**config.mk**
```make
export PLATFORM = sky130hd
export DESIGN_NAME = round_controller
export DESIGN_NICKNAME = d
export VERILOG_FILES = /design/src/rtl/hangman_pkg.sv /design/src/rtl/round_controller.sv
export SDC_FILE = /design/constraint.sdc
export NUM_CORES = 1
export LEC_CHECK = 0
export ABC_AREA = 1
export CAP_MARGIN = 20
export CORE_ASPECT_RATIO = 1.5
export CORE_MARGIN = 1
export CORE_UTILIZATION = 40
export CTS_BUF_LIST = sky130_fd_sc_hd__clkbuf_4 sky130_fd_sc_hd__clkbuf_8
export DETAILED_ROUTE_END_ITERATION = 10
export PLACE_DENSITY = 0.67
export SYNTH_ARGS = -nofsm -noshare
export SYNTH_HDL_FRONTEND = slang
export SYNTH_SLANG_ARGS = --single-unit
export TNS_END_PERCENT = 100
```
**constraint.sdc**
```tcl
create_clock -name clk -period 2.45 [get_ports clk]
set_input_delay 0.3675 -clock clk [delete_from_list [all_inputs] [get_ports clk]]
set_output_delay 0.3675 -clock clk [all_outputs]
set_load 0.01 [all_outputs]
```
**src/rtl/hangman_pkg.sv**
```systemverilog
// Shared definitions for the hangman round logic: key codes, letter
// count and the FSM phase encoding seen by the display/level logic.
package hangman_pkg;

  localparam int NUM_LETTERS = 26;
  localparam int LETTER_W    = 5;

  localparam logic [LETTER_W-1:0] KEY_START = 5'd26;

  typedef enum logic [2:0] {
    IDLE  = 3'd0,
    FETCH = 3'd1,
    PLAY  = 3'd2,
    WIN   = 3'd3,
    LOSE  = 3'd4
  } phase_t;

endpackage

```
**src/rtl/round_controller.sv**
```systemverilog
// One round of hangman: accepts decoded key events, fetches the chosen
// word's letter-presence mask from the word ROM, tracks guessed letters
// and remaining lives, and detects win/loss. A single synchronous FSM
// owns all sequencing; only reset acts outside the clock.
module round_controller
  import hangman_pkg::*;
#(
  parameter int LIVES       = 4,
  parameter int RAM_LATENCY = 2
) (
  input  logic                   clk,
  input  logic                   reset,
  input  logic                   key_valid,
  input  logic [LETTER_W-1:0]    key_code,
  input  logic [3:0]             word_sel,
  output logic [3:0]             ram_addr,
  input  logic [NUM_LETTERS-1:0] ram_q,
  output logic [NUM_LETTERS-1:0] guessed,
  output logic [NUM_LETTERS-1:0] hits,
  output logic [3:0]             lives,
  output logic [2:0]             phase,
  output logic                   wrong_pulse,
  output logic                   dup_pulse
);

  localparam int CNT_W = $clog2(RAM_LATENCY + 1);

  localparam logic [CNT_W-1:0]        CNT_INIT    = CNT_W'(RAM_LATENCY);
  localparam logic [3:0]              LIVES_INIT  = 4'(LIVES);
  localparam logic [LETTER_W-1:0]     LETTER_LAST = LETTER_W'(NUM_LETTERS - 1);
  localparam logic [NUM_LETTERS-1:0]  ONE_HOT0    = {{(NUM_LETTERS-1){1'b0}}, 1'b1};

  phase_t                 phase_q,   phase_d;
  logic [3:0]             addr_q,    addr_d;
  logic [NUM_LETTERS-1:0] guessed_q, guessed_d;
  logic [NUM_LETTERS-1:0] present_q, present_d;
  logic [3:0]             lives_q,   lives_d;
  logic [CNT_W-1:0]       cnt_q,     cnt_d;
  logic                   wrong_q,   wrong_d;
  logic                   dup_q,     dup_d;

  logic                   isStart;
  logic                   isLetter;
  logic [NUM_LETTERS-1:0] letterMask;

  assign isStart    = key_valid && (key_code == KEY_START);
  assign isLetter   = key_valid && (key_code <= LETTER_LAST);
  assign letterMask = ONE_HOT0 << key_code;

  // Next-state logic: start a round, wait out the ROM latency, then score
  // each letter; win/loss are judged on the post-update values so the
  // phase changes on the same edge as the guess that decides it.
  always_comb begin
    phase_d   = phase_q;
    addr_d    = addr_q;
    guessed_d = guessed_q;
    present_d = present_q;
    lives_d   = lives_q;
    cnt_d     = cnt_q;
    wrong_d   = 1'b0;
    dup_d     = 1'b0;

    case (phase_q)
      IDLE, WIN, LOSE: begin
        if (isStart) begin
          addr_d    = word_sel;
          guessed_d = '0;
          lives_d   = LIVES_INIT;
          cnt_d     = CNT_INIT;
          phase_d   = FETCH;
        end
      end

      FETCH: begin
        if (cnt_q == '0) begin
          present_d = ram_q;
          phase_d   = (ram_q == '0) ? WIN : PLAY;
        end else begin
          cnt_d = cnt_q - 1'b1;
        end
      end

      PLAY: begin
        if (isLetter) begin
          if ((guessed_q & letterMask) != '0) begin
            dup_d = 1'b1;
          end else begin
            guessed_d = guessed_q | letterMask;
            if ((present_q & letterMask) == '0) begin
              lives_d = lives_q - 4'd1;
              wrong_d = 1'b1;
            end
            if ((present_q & ~guessed_d) == '0) begin
              phase_d = WIN;
            end else if (lives_d == 4'd0) begin
              phase_d = LOSE;
            end
          end
        end
      end

      default: phase_d = IDLE;
    endcase
  end

  // State registers; reset aborts a round in any phase without waiting for clk.
  always_ff @(posedge clk or posedge reset) begin
    if (reset) begin
      phase_q   <= IDLE;
      addr_q    <= '0;
      guessed_q <= '0;
      present_q <= '0;
      lives_q   <= LIVES_INIT;
      cnt_q     <= '0;
      wrong_q   <= 1'b0;
      dup_q     <= 1'b0;
    end else begin
      phase_q   <= phase_d;
      addr_q    <= addr_d;
      guessed_q <= guessed_d;
      present_q <= present_d;
      lives_q   <= lives_d;
      cnt_q     <= cnt_d;
      wrong_q   <= wrong_d;
      dup_q     <= dup_d;
    end
  end

  assign phase       = phase_q;
  assign ram_addr    = addr_q;
  assign guessed     = guessed_q;
  assign hits        = guessed_q & present_q;
  assign lives       = lives_q;
  assign wrong_pulse = wrong_q;
  assign dup_pulse   = dup_q;

endmodule
```
==> results of run 1 <==
## state kept, by name, indices dropped and copies added, names as in the netlist
| signal | flops |
|---|---|
| wrong_pulse | 1 |
| dup_pulse | 1 |
| phase | 3 |
| present_q | 26 |
| lives | 4 |
| cnt_q | 2 |
| guessed | 26 |
| ram_addr | 4 |
## layout by cell type, fill, tap and decap left out, types with 4 or more instances in the layout
cell and count:
nand4_1 20, nor2_1 48, a21oi_1 5, nor4_1 5, o31ai_1 4, inv_1 88, nand2_1 167, buf_12 4
o21ai_1 34, clkbuf_8 10, buf_4 56, dfrtp_1 66, inv_2 6, mux2_2 11, nand3_1 76, clkdlybuf4s50_1 98
nor2_2 6, o21ai_0 25
## cell families after synthesis
kind of cell             Yosys count  share of synthesized area
buffers and inverters            114                      0.110
flip-flops                        67                      0.405
AND/OR/NAND/NOR                  336                      0.352
multiplexers                      11                     0.0299
adder cells (fa/ha/maj)            2                    0.00604
XOR/XNOR                           2                    0.00423
AO/OA/AOI/OAI                     73                     0.0927
## cell type report
type	count	area, um^2	area share
Multi-Input combinational cell	424	2040	0.344
Sequential cell	67	1680	0.283
Timing Repair Buffer	163	1540	0.259
Inverter	95	357	0.0601
Clock buffer	13	160	0.0270
Tap cell	117	146	0.0247
Clock inverter	3	15.0	0.00253
## metal layers
metal / global-route usage / wire [um] / share of wire
met1: 0.317 / 5640 / 0.40
met4: 0.138 / 597 / 0.043
met5: 0 / 0 / 0
met2: 0.472 / 7130 / 0.51
met3: 0.0494 / 663 / 0.047
## what timing repair did
item,4_1_cts,5_1_grt
resized for setup,5,10
endpoints found under the setup margin,11,33
setup buffers,1,2
hold buffers,0,0
pin swaps,1,1
## Yosys cell counts, drive strengths merged
library cell  count
o31ai             4
o21ai            59
clkbuf           10
nor4              5
o211ai            1
nand2           171
mux2             11
inv              94
nand4            20
ha                2
a22oi             1
xor2              1
nor3              3
and2              1
a21oi             5
or2               1
o22ai             3
dfrtp            66
buf               9
nand3            77
dfstp             1
clkinv            1
xnor2             1
nand3b            2
nor2             56
## worst max path at each step
stage / cells after the start / to / slack [ns]
2_1_floorplan: 1 / cnt_q[0] / 0.40
3_3_place_gp: 16 / phase[2] / -0.48
3_5_place_dp: 16 / phase[1] / -0.50
4_1_cts: 19 / phase[1] / 0.007
5_1_grt: 18 / phase[0] / -0.008
6_report: 18 / phase[0] / 0.19
## report_power, final
part           internal [mW]  leakage (nW)  switching, mW
Combinational          0.932          2.17           1.21
Clock                  0.425        0.0974          0.429
Sequential              1.45         0.865          0.415
## metrics by stage
stage                     cells  hold slack (ns)  area [um^2]  TNS, ns
after CTS                   880            0.422         5890        0
after detailed placement    863            0.498         5690   -12.72
after floorplan             605            0.474         4140        0
after global placement      863            0.489         5690   -11.58
final                       882            0.410         5940        0
after global routing        882            0.444         5940  -0.0163
## worst max-delay path: stages
cell and delay (ns):
clkdlybuf4s50_1 0.52, inv_2 0.07, nand2_2 0.11, inv_1 0.11
nand3_1 0.14, nand2_1 0.07, nor2_1 0.14, nand2_1 0.08
nor2_2 0.16, nand2_2 0.11, nand2_1 0.08, nand2_1 0.06
nor2_1 0.10, nand2_1 0.06, nand2_1 0.10, nand2_1 0.09
nand2_1 0.07, nand2_1 0.05
==> results.yml, run 1 <==
routing:
  vias_per_cell: 5.19
  postRouteAntennaNets: 0
  routed_wl_um: 14000
  drc: 0
  drtPass1Iterations: 5
  vias: 4579
  routedWlPerCell_um: 15.9
  drt_first_iter_violations: 230
setup_path:
  reg2reg_to: "present_q[8]"
  cp.required_ns: 2.69
  arrival_ns: 2.50
  rrSetupSlack_ns: 0.43
  r2r-start: "phase[2]"
  cp-end-kind: "flip-flop"
  start_kind: "input port"
  path_max_fanout: 6
  r2r_cells: 6
  startpoint: "key_code[4]"
  critPathKind: "in2reg"
die:
  ioPinCount: 103
  fp.dieW_um: 85.1
  rows: 45
  die_area_mm2: 0.0108
  fp.coreArea_mm2: 0.0101
  die-height_um: 127
  initial_core_util: 0.411
sta:
  finalHoldViolCount: 0
  tightest_slew_ns: 0.448
  setup_slack_ns: 0.193
  slew_violations: 0
  fmax_ghz: 0.443
  skew_ns: 0.0101
  setup_viol: 0
  min_period_ns: 2.26
  fin_crit_sh: 0.921
  slew_headroom: 0.701
placement:
  portBuffers: 102
  gp_congestion: 0.952
  dp_hpwl_um: 11000
  detailedPlace.worstSlack_ns: -0.502
logic_synthesis:
  seq_area_frac_synth: 0.405
  synth_cells: 605
  netlist_area_mm2: 0.00414
  synth_top_area_share: 0.399
  synth.net_count: 645
  synth.largest_area_cell: "dfrtp_1"
  yosys_warnings: 0
  synthTopCellsByArea: "dfrtp_1 (40%), nand2_1 (15%), nand3_1 (9.3%)"
  ys_ff_latch: 67
  avgSynthCellArea_um2: 6.85
  synth_cell_types: 31
clock_tree:
  numCtsBuffers: 9
  cts_max_level: 3
  cts_root_buf: "clkbuf_8"
  cts_sinks: 67
  cts_max_path_buffers: 2
  cts_tree: "done"
  insertion_delay_ns: 0.35
  path_clk_slew_ns: 0.07
final_layout:
  area_delta_synth_final_pct: 43.4
  fill_cells: 960
  postLayoutCoreUtil: 0.589
  drive_gt1_frac: 0.144
  n_antenna_cell: 0
  layout.nets: 800
pwr:
  p_total_mw: 4.86
  p_per_area_mw_per_mm2: 819
  vdd_drop_max_mv: 0.444
  leakagePower_nw: 3.13
global_route:
  gr-usage-all-layers: 0.271
  antenna_found_initial: 0
  grt-ovfl-total: 0
  grt_pass1_vias: 4393
  grt_pass1_wl_um: 22300
  grt_max_degree: 68
run_status:
  outcome: "finished clean"
min_path:
  hold_class: "in2async"
run:
  drv_cap: 0
No activity file was read; power rests on OpenSTA's default activity.
==> run 2, diff against run 1 <==
Settings changed: RECOVER_POWER from default to 25.
==> results.yml, run 2 (synthesis gave the netlist of run 1 again) <==
run_status:
  outcome: "finished, violations left"
  violations: "capacitance limit, slew limit"
placement:
  dp_hpwl_um: 11000
  gp_congestion: 0.952
  portBuffers: 102
  dp.cells: 863
clock_tree:
  hold_buffers: 0
  numCtsBuffers: 9
  cts_max_level: 3
  cts_tree: "done"
  insertion_delay_ns: 0.35
  cts_root_buf: "clkbuf_8"
  cts_max_path_buffers: 2
  cts_sinks: 67
  path_clk_slew_ns: 0.07
die:
  fp.coreArea_mm2: 0.0101
  die-height_um: 127
  rows: 45
  fp.dieW_um: 85.1
  initial_core_util: 0.411
  die_area_mm2: 0.0108
  ioPinCount: 103
min_path:
  hold_class: "reg2reg"
pwr:
  internal_power_mw: 2.80
  clockPowerShare: 0.175
  p_comb_frac: 0.440
  power.switching_mw: 2.06
  seqPwrFrac: 0.385
  vdd_drop_max_mv: 0.439
  p_total_mw: 4.86
  leakagePower_nw: 3.13
  p_sw_frac: 0.423
  p_per_area_mw_per_mm2: 820
setup_path:
  r2r-start: "phase[2]"
  path_cells: "clkdlybuf4s50_1 -> inv_2 -> nand2_2 -> inv_1 -> nand3_1 -> nand2_1 -> nor2_1 -> nand2_1 -> nor2_2 -> nand2_2 -> nand2_1 -> nand2_1 -> nor2_1 -> nand2_1 -> nand2_1 -> nand2_1 -> nand2_1 -> nand2_1"
  cp_top_family: "simple AND/OR/NAND/NOR gates"
  cp.required_ns: 2.69
  rrSetupSlack_ns: 0.42
  cp-end-kind: "flip-flop"
  cp.buffers_inverters: 3
  critPathKind: "in2reg"
  cp_slowest_stage_delay_ns: 0.52
  crit_path_frequent_cell: "nand2_1"
  start_kind: "input port"
  startpoint: "key_code[4]"
  r2r_cells: 6
  path_max_fanout: 6
  reg2reg_to: "present_q[8]"
  worst-path-stages: 18
  arrival_ns: 2.50
  crit_path_end: "phase[1]"
  crit_slowest_cell: "clkdlybuf4s50_1"
final_layout:
  mostFrequentLayoutCells: "nand2_1 (167), clkdlybuf4s50_1 (97), inv_1 (88), nand3_1 (76), dfrtp_1 (66)"
  layout.nets: 800
  final_common_cell: "nand2_1"
  area_delta_synth_final_pct: 43.0
  n_antenna_cell: 0
  finalNonFillerCells: 882
  fill_cells: 962
  drive_gt1_frac: 0.142
  postLayoutCoreUtil: 0.588
global_route:
  gr-usage-all-layers: 0.271
  grt_pass1_vias: 4393
  grt_pass1_wl_um: 22300
  antenna_found_initial: 0
  grt_max_degree: 68
  grt-ovfl-total: 0
routing:
  postRouteAntennaNets: 0
  drt_first_iter_violations: 249
  vias: 4568
  drc: 0
  routed_wl_um: 14000
  vias_per_cell: 5.18
  drtPass1Iterations: 6
  routedWlPerCell_um: 15.9
sta:
  slew_headroom: -0.107
  skew_ns: 0.00989
  fmax_ghz: 0.443
  setup_viol: 0
  min_period_ns: 2.26
  finalHoldViolCount: 0
  slew_violations: 68
  tightest_slew_ns: 1.66
  fin_crit_sh: 0.920
run:
  drv_cap: 1
## run 2: repair_timing
item,4_1_cts,5_1_grt
setup buffers,1,2
gates resized for setup,5,10
gates cloned,0,0
pin swaps,1,1
setup endpoints to repair,11,33
hold endpoints to repair,0,0
## run 2: cell type report
cell class	count	area [um^2]	share of cell area
multi-input combinational	424	2040	0.345
clock inverter	3	15.0	0.00254
clock buffer	13	160	0.0270
sequential	67	1680	0.283
inverter	95	357	0.0602
timing repair buffer	163	1520	0.257
tap	117	146	0.0247
## run 2: worst min path at each step
stage	start	to	slack, ns	cells after the start
floorplan	present_q[25]	present_q[25]	0.47	2
global placement	ram_addr[2]	ram_addr[2]	0.49	1
detailed placement	ram_addr[3]	ram_addr[3]	0.50	1
CTS	reset	ram_addr[2]	0.42	3
global route	ram_addr[3]	ram_addr[3]	0.53	1
finish	ram_addr[3]	ram_addr[3]	0.51	1
## run 2: through the flow
step                setup slack, ns  hold WS, ns  area [um^2]  setup TNS [ns]
finish                        0.195        0.510         5920               0
global placement             -0.485        0.489         5690          -11.58
detailed placement           -0.502        0.498         5690          -12.72
global route               -0.00754        0.525         5920         -0.0163
CTS                         0.00662        0.422         5890               0
floorplan                     0.401        0.474         4140               0
## run 2: power groups by stage
stage / Clock, mW / Combinational, mW / Sequential [mW]
final: 0.852 / 2.14 / 1.87
after floorplan: 0 / 1.31 / 1.76
after detailed placement: 0 / 2.12 / 1.88
after CTS: 0.877 / 2.14 / 1.86
after global routing: 0.921 / 2.38 / 1.90
after global placement: 0 / 2.09 / 1.87
## run 2: metal layers
| metal | track usage | part of all wire |
|---|---|---|
| met5 | 0 | 0 |
| met4 | 0.138 | 0.041 |
| met3 | 0.0494 | 0.045 |
| met2 | 0.472 | 0.51 |
| met1 | 0.317 | 0.40 |
==> run 3, diff against run 2 <==
Settings changed: ABC_AREA 1 to default.
==> results.yml, run 3 <==
setup_path:
  path_cells: "mux2_4 -> and3_4 -> a311oi_2 -> nand3_1 -> a311o_1 -> or4_4 -> or4_4 -> o21ai_2"
  crit_path_end: "lives[3]"
  cp_slowest_stage_delay_ns: 0.43
  start_kind: "flip-flop"
  crit_slowest_cell: "or4_4"
  startpoint: "present_q[22]"
  cp.required_ns: 2.74
  r2r-start: "present_q[22]"
  arrival_ns: 2.85
  rrSetupSlack_ns: -0.11
  critPathKind: "reg2reg"
  cp-end-kind: "flip-flop"
  crit_path_frequent_cell: "or4_4"
  path_max_fanout: 2
  reg2reg_to: "lives[3]"
  r2r_cells: 8
final_layout:
  area_delta_synth_final_pct: 49.9
  drive_gt1_frac: 0.262
  layout.nets: 660
  postLayoutCoreUtil: 0.612
  fill_cells: 911
  final_common_cell: "clkdlybuf4s50_1"
  n_antenna_cell: 0
  fin_area_mm2: 0.00616
  finalNonFillerCells: 742
  mostFrequentLayoutCells: "clkdlybuf4s50_1 (96), buf_4 (83), dfrtp_1 (66), nor2_1 (38), mux2_2 (28)"
logic_synthesis:
  synth_top_area_share: 0.402
  seq_area_frac_synth: 0.408
  synth_cells: 446
  synth.largest_area_cell: "dfrtp_1"
  ys.flop_type: "dfrtp_1"
  synth_cell_types: 62
  synth_edf_count: 0
  avgSynthCellArea_um2: 9.22
  synth_compound_gate_area_share: 0.168
  synth_xor_area_frac: 0.00213
  synthTopCellsByArea: "dfrtp_1 (40%), mux2_2 (7.7%), a31oi_1 (4.1%)"
  synth.net_count: 486
  netlist_area_mm2: 0.00411
  synth_top_family_by_area: "simple AND/OR/NAND/NOR gates"
  synth.area.mux_share: 0.103
  yosysMostFrequentCell: "dfrtp_1"
  ys_async_sr_fraction: 1.00
  synthSimpleGateAreaFrac: 0.256
  synthAdderAreaFrac: 0.00608
  ys_ff_latch: 67
  yosys_warnings: 0
  synth_common_cells: "dfrtp_1 (66), nor2_1 (40), mux2_2 (28), a31oi_1 (27), and2_1 (25)"
placement:
  dp.cells: 722
  dpl_cell_area_mm2: 0.00582
  gp_congestion: 0.901
  dp_hpwl_um: 11900
  portBuffers: 102
die:
  die-height_um: 126
  initial_core_util: 0.408
  die_area_mm2: 0.0107
  fp.dieW_um: 84.8
  rows: 45
  fp.coreArea_mm2: 0.0101
  ioPinCount: 103
pwr:
  internal_power_mw: 3.64
  seqPwrFrac: 0.347
  p_total_mw: 5.90
  clockPowerShare: 0.178
  power.switching_mw: 2.26
  p_sw_frac: 0.383
  p_per_area_mw_per_mm2: 957
  vdd_drop_max_mv: 0.610
  p_comb_frac: 0.475
  leakagePower_nw: 2.69
clock_tree:
  cts_root_buf: "clkbuf_8"
  insertion_delay_ns: 0.36
  hold_buffers: 0
  cts_sinks: 67
  cts_max_path_buffers: 2
  path_clk_slew_ns: 0.08
  cts_tree: "done"
  cts_max_level: 3
  numCtsBuffers: 9
routing:
  routed_wl_um: 15400
  drt_first_iter_violations: 254
  routedWlPerCell_um: 20.7
  postRouteAntennaNets: 0
  vias: 4287
  drtPass1Iterations: 8
  vias_per_cell: 5.78
  drc: 7
min_path:
  hold_class: "reg2reg"
sta:
  rsz0062_at_grt: "true"
  fin_crit_sh: 1.04
  skew_ns: 0.00917
  finalHoldViolCount: 0
  min_period_ns: 2.56
  setup_viol: 3
  setup_slack_ns: -0.109
  slew_headroom: -0.138
  slew_violations: 68
  tightest_slew_ns: 1.71
  timing.setup.tns_ns: -0.286
  fmax_ghz: 0.391
run_status:
  violations: "DRC, capacitance limit, slew limit, setup timing"
  outcome: "finished, violations left"
global_route:
  grt-ovfl-total: 0
  grt_pass1_vias: 4233
  grt_pass1_wl_um: 23800
  grt_max_degree: 68
  gr-usage-all-layers: 0.299
  antenna_found_initial: 0
run:
  drv_cap: 1
run 3: cell count changes after synthesis, moves of 10 or more:
| cell | delta |
|---|---|
| nand4_1 | -16 |
| nor2_1 | -11 |
| inv_1 | -69 |
| nand3_1 | -60 |
| a31oi_1 | +27 |
| and2_1 | +24 |
| nand2_1 | -152 |
| a21oi_1 | +14 |
| o21ai_1 | -34 |
| mux2_2 | +17 |
| nor2b_1 | +10 |
| nand2b_1 | +19 |
run 3: cell families after synthesis:
family / after synthesis
and+or+nand+nor: 184
adders and majority gates: 2
DFF: 67
xor gates and xnor gates: 1
muxes: 37
AOI/OAI and AO/OA: 103
buffers and inverters: 52
run 3: power by group through the flow:
stage / sequential, mW / clock, mW / combinational [mW]
floorplan: 1.94 / 0 / 1.34
global route: 2.10 / 1.10 / 3.05
CTS: 2.04 / 1.07 / 2.79
finish: 2.05 / 1.05 / 2.80
global placement: 2.05 / 0 / 2.69
detailed placement: 2.06 / 0 / 2.72
run 3: timing repair:
action,4_1_cts,5_1_grt
pin swaps,4,8
buffers inserted,3,1
gates resized for setup,22,13
gates cloned,1,0
setup endpoints to repair,38,12
run 3: cell type report:
type / instances / area [um^2] / area share
clock inverters: 6 / 88.8 / 0.0144
well taps: 117 / 146 / 0.0237
flip-flops and latches: 67 / 1680 / 0.272
clock buffers: 10 / 131 / 0.0213
inverters: 20 / 75.1 / 0.0122
repair buffers: 195 / 1780 / 0.288
multi-input cells: 327 / 2270 / 0.368
run 3: critical path: cells and delay by family (launching register included):
| family | cells | cell delay [ns] |
|---|---|---|
| DFF | 1 | 0.42 |
| muxes | 1 | 0.27 |
| AOI/OAI and AO/OA | 3 | 0.66 |
| and+or+nand+nor | 4 | 1.15 |
run 3: how the worst min path moves through the flow:
| stage | start | to | slack, ns | depth (start not counted) |
|---|---|---|---|---|
| 2_1_floorplan | ram_q[0] | present_q[0] | 0.48 | 2 |
| 3_3_place_gp | ram_addr[0] | ram_addr[0] | 0.49 | 1 |
| 3_5_place_dp | ram_addr[0] | ram_addr[0] | 0.49 | 1 |
| 4_1_cts | reset | cnt_q[0] | 0.41 | 3 |
| 5_1_grt | ram_addr[0] | ram_addr[0] | 0.53 | 1 |
| 6_report | ram_addr[0] | ram_addr[0] | 0.51 | 1 |
run 3: per-stage QoR:
stage               setup slack, ns  hold WS [ns]
detailed placement           -0.777         0.495
global placement             -0.730         0.490
CTS                          -0.149         0.406
floorplan                    -0.101         0.484
global route                 -0.161         0.528
finish                       -0.109         0.509
run 3: layer usage:
layer,vias up,GRT usage,share of wire
li1,1980,-,-
met5,-,0,0
met3,41,0.0590,0.045
met1,2098,0.355,0.40
met4,0,0.151,0.043
met2,168,0.511,0.52
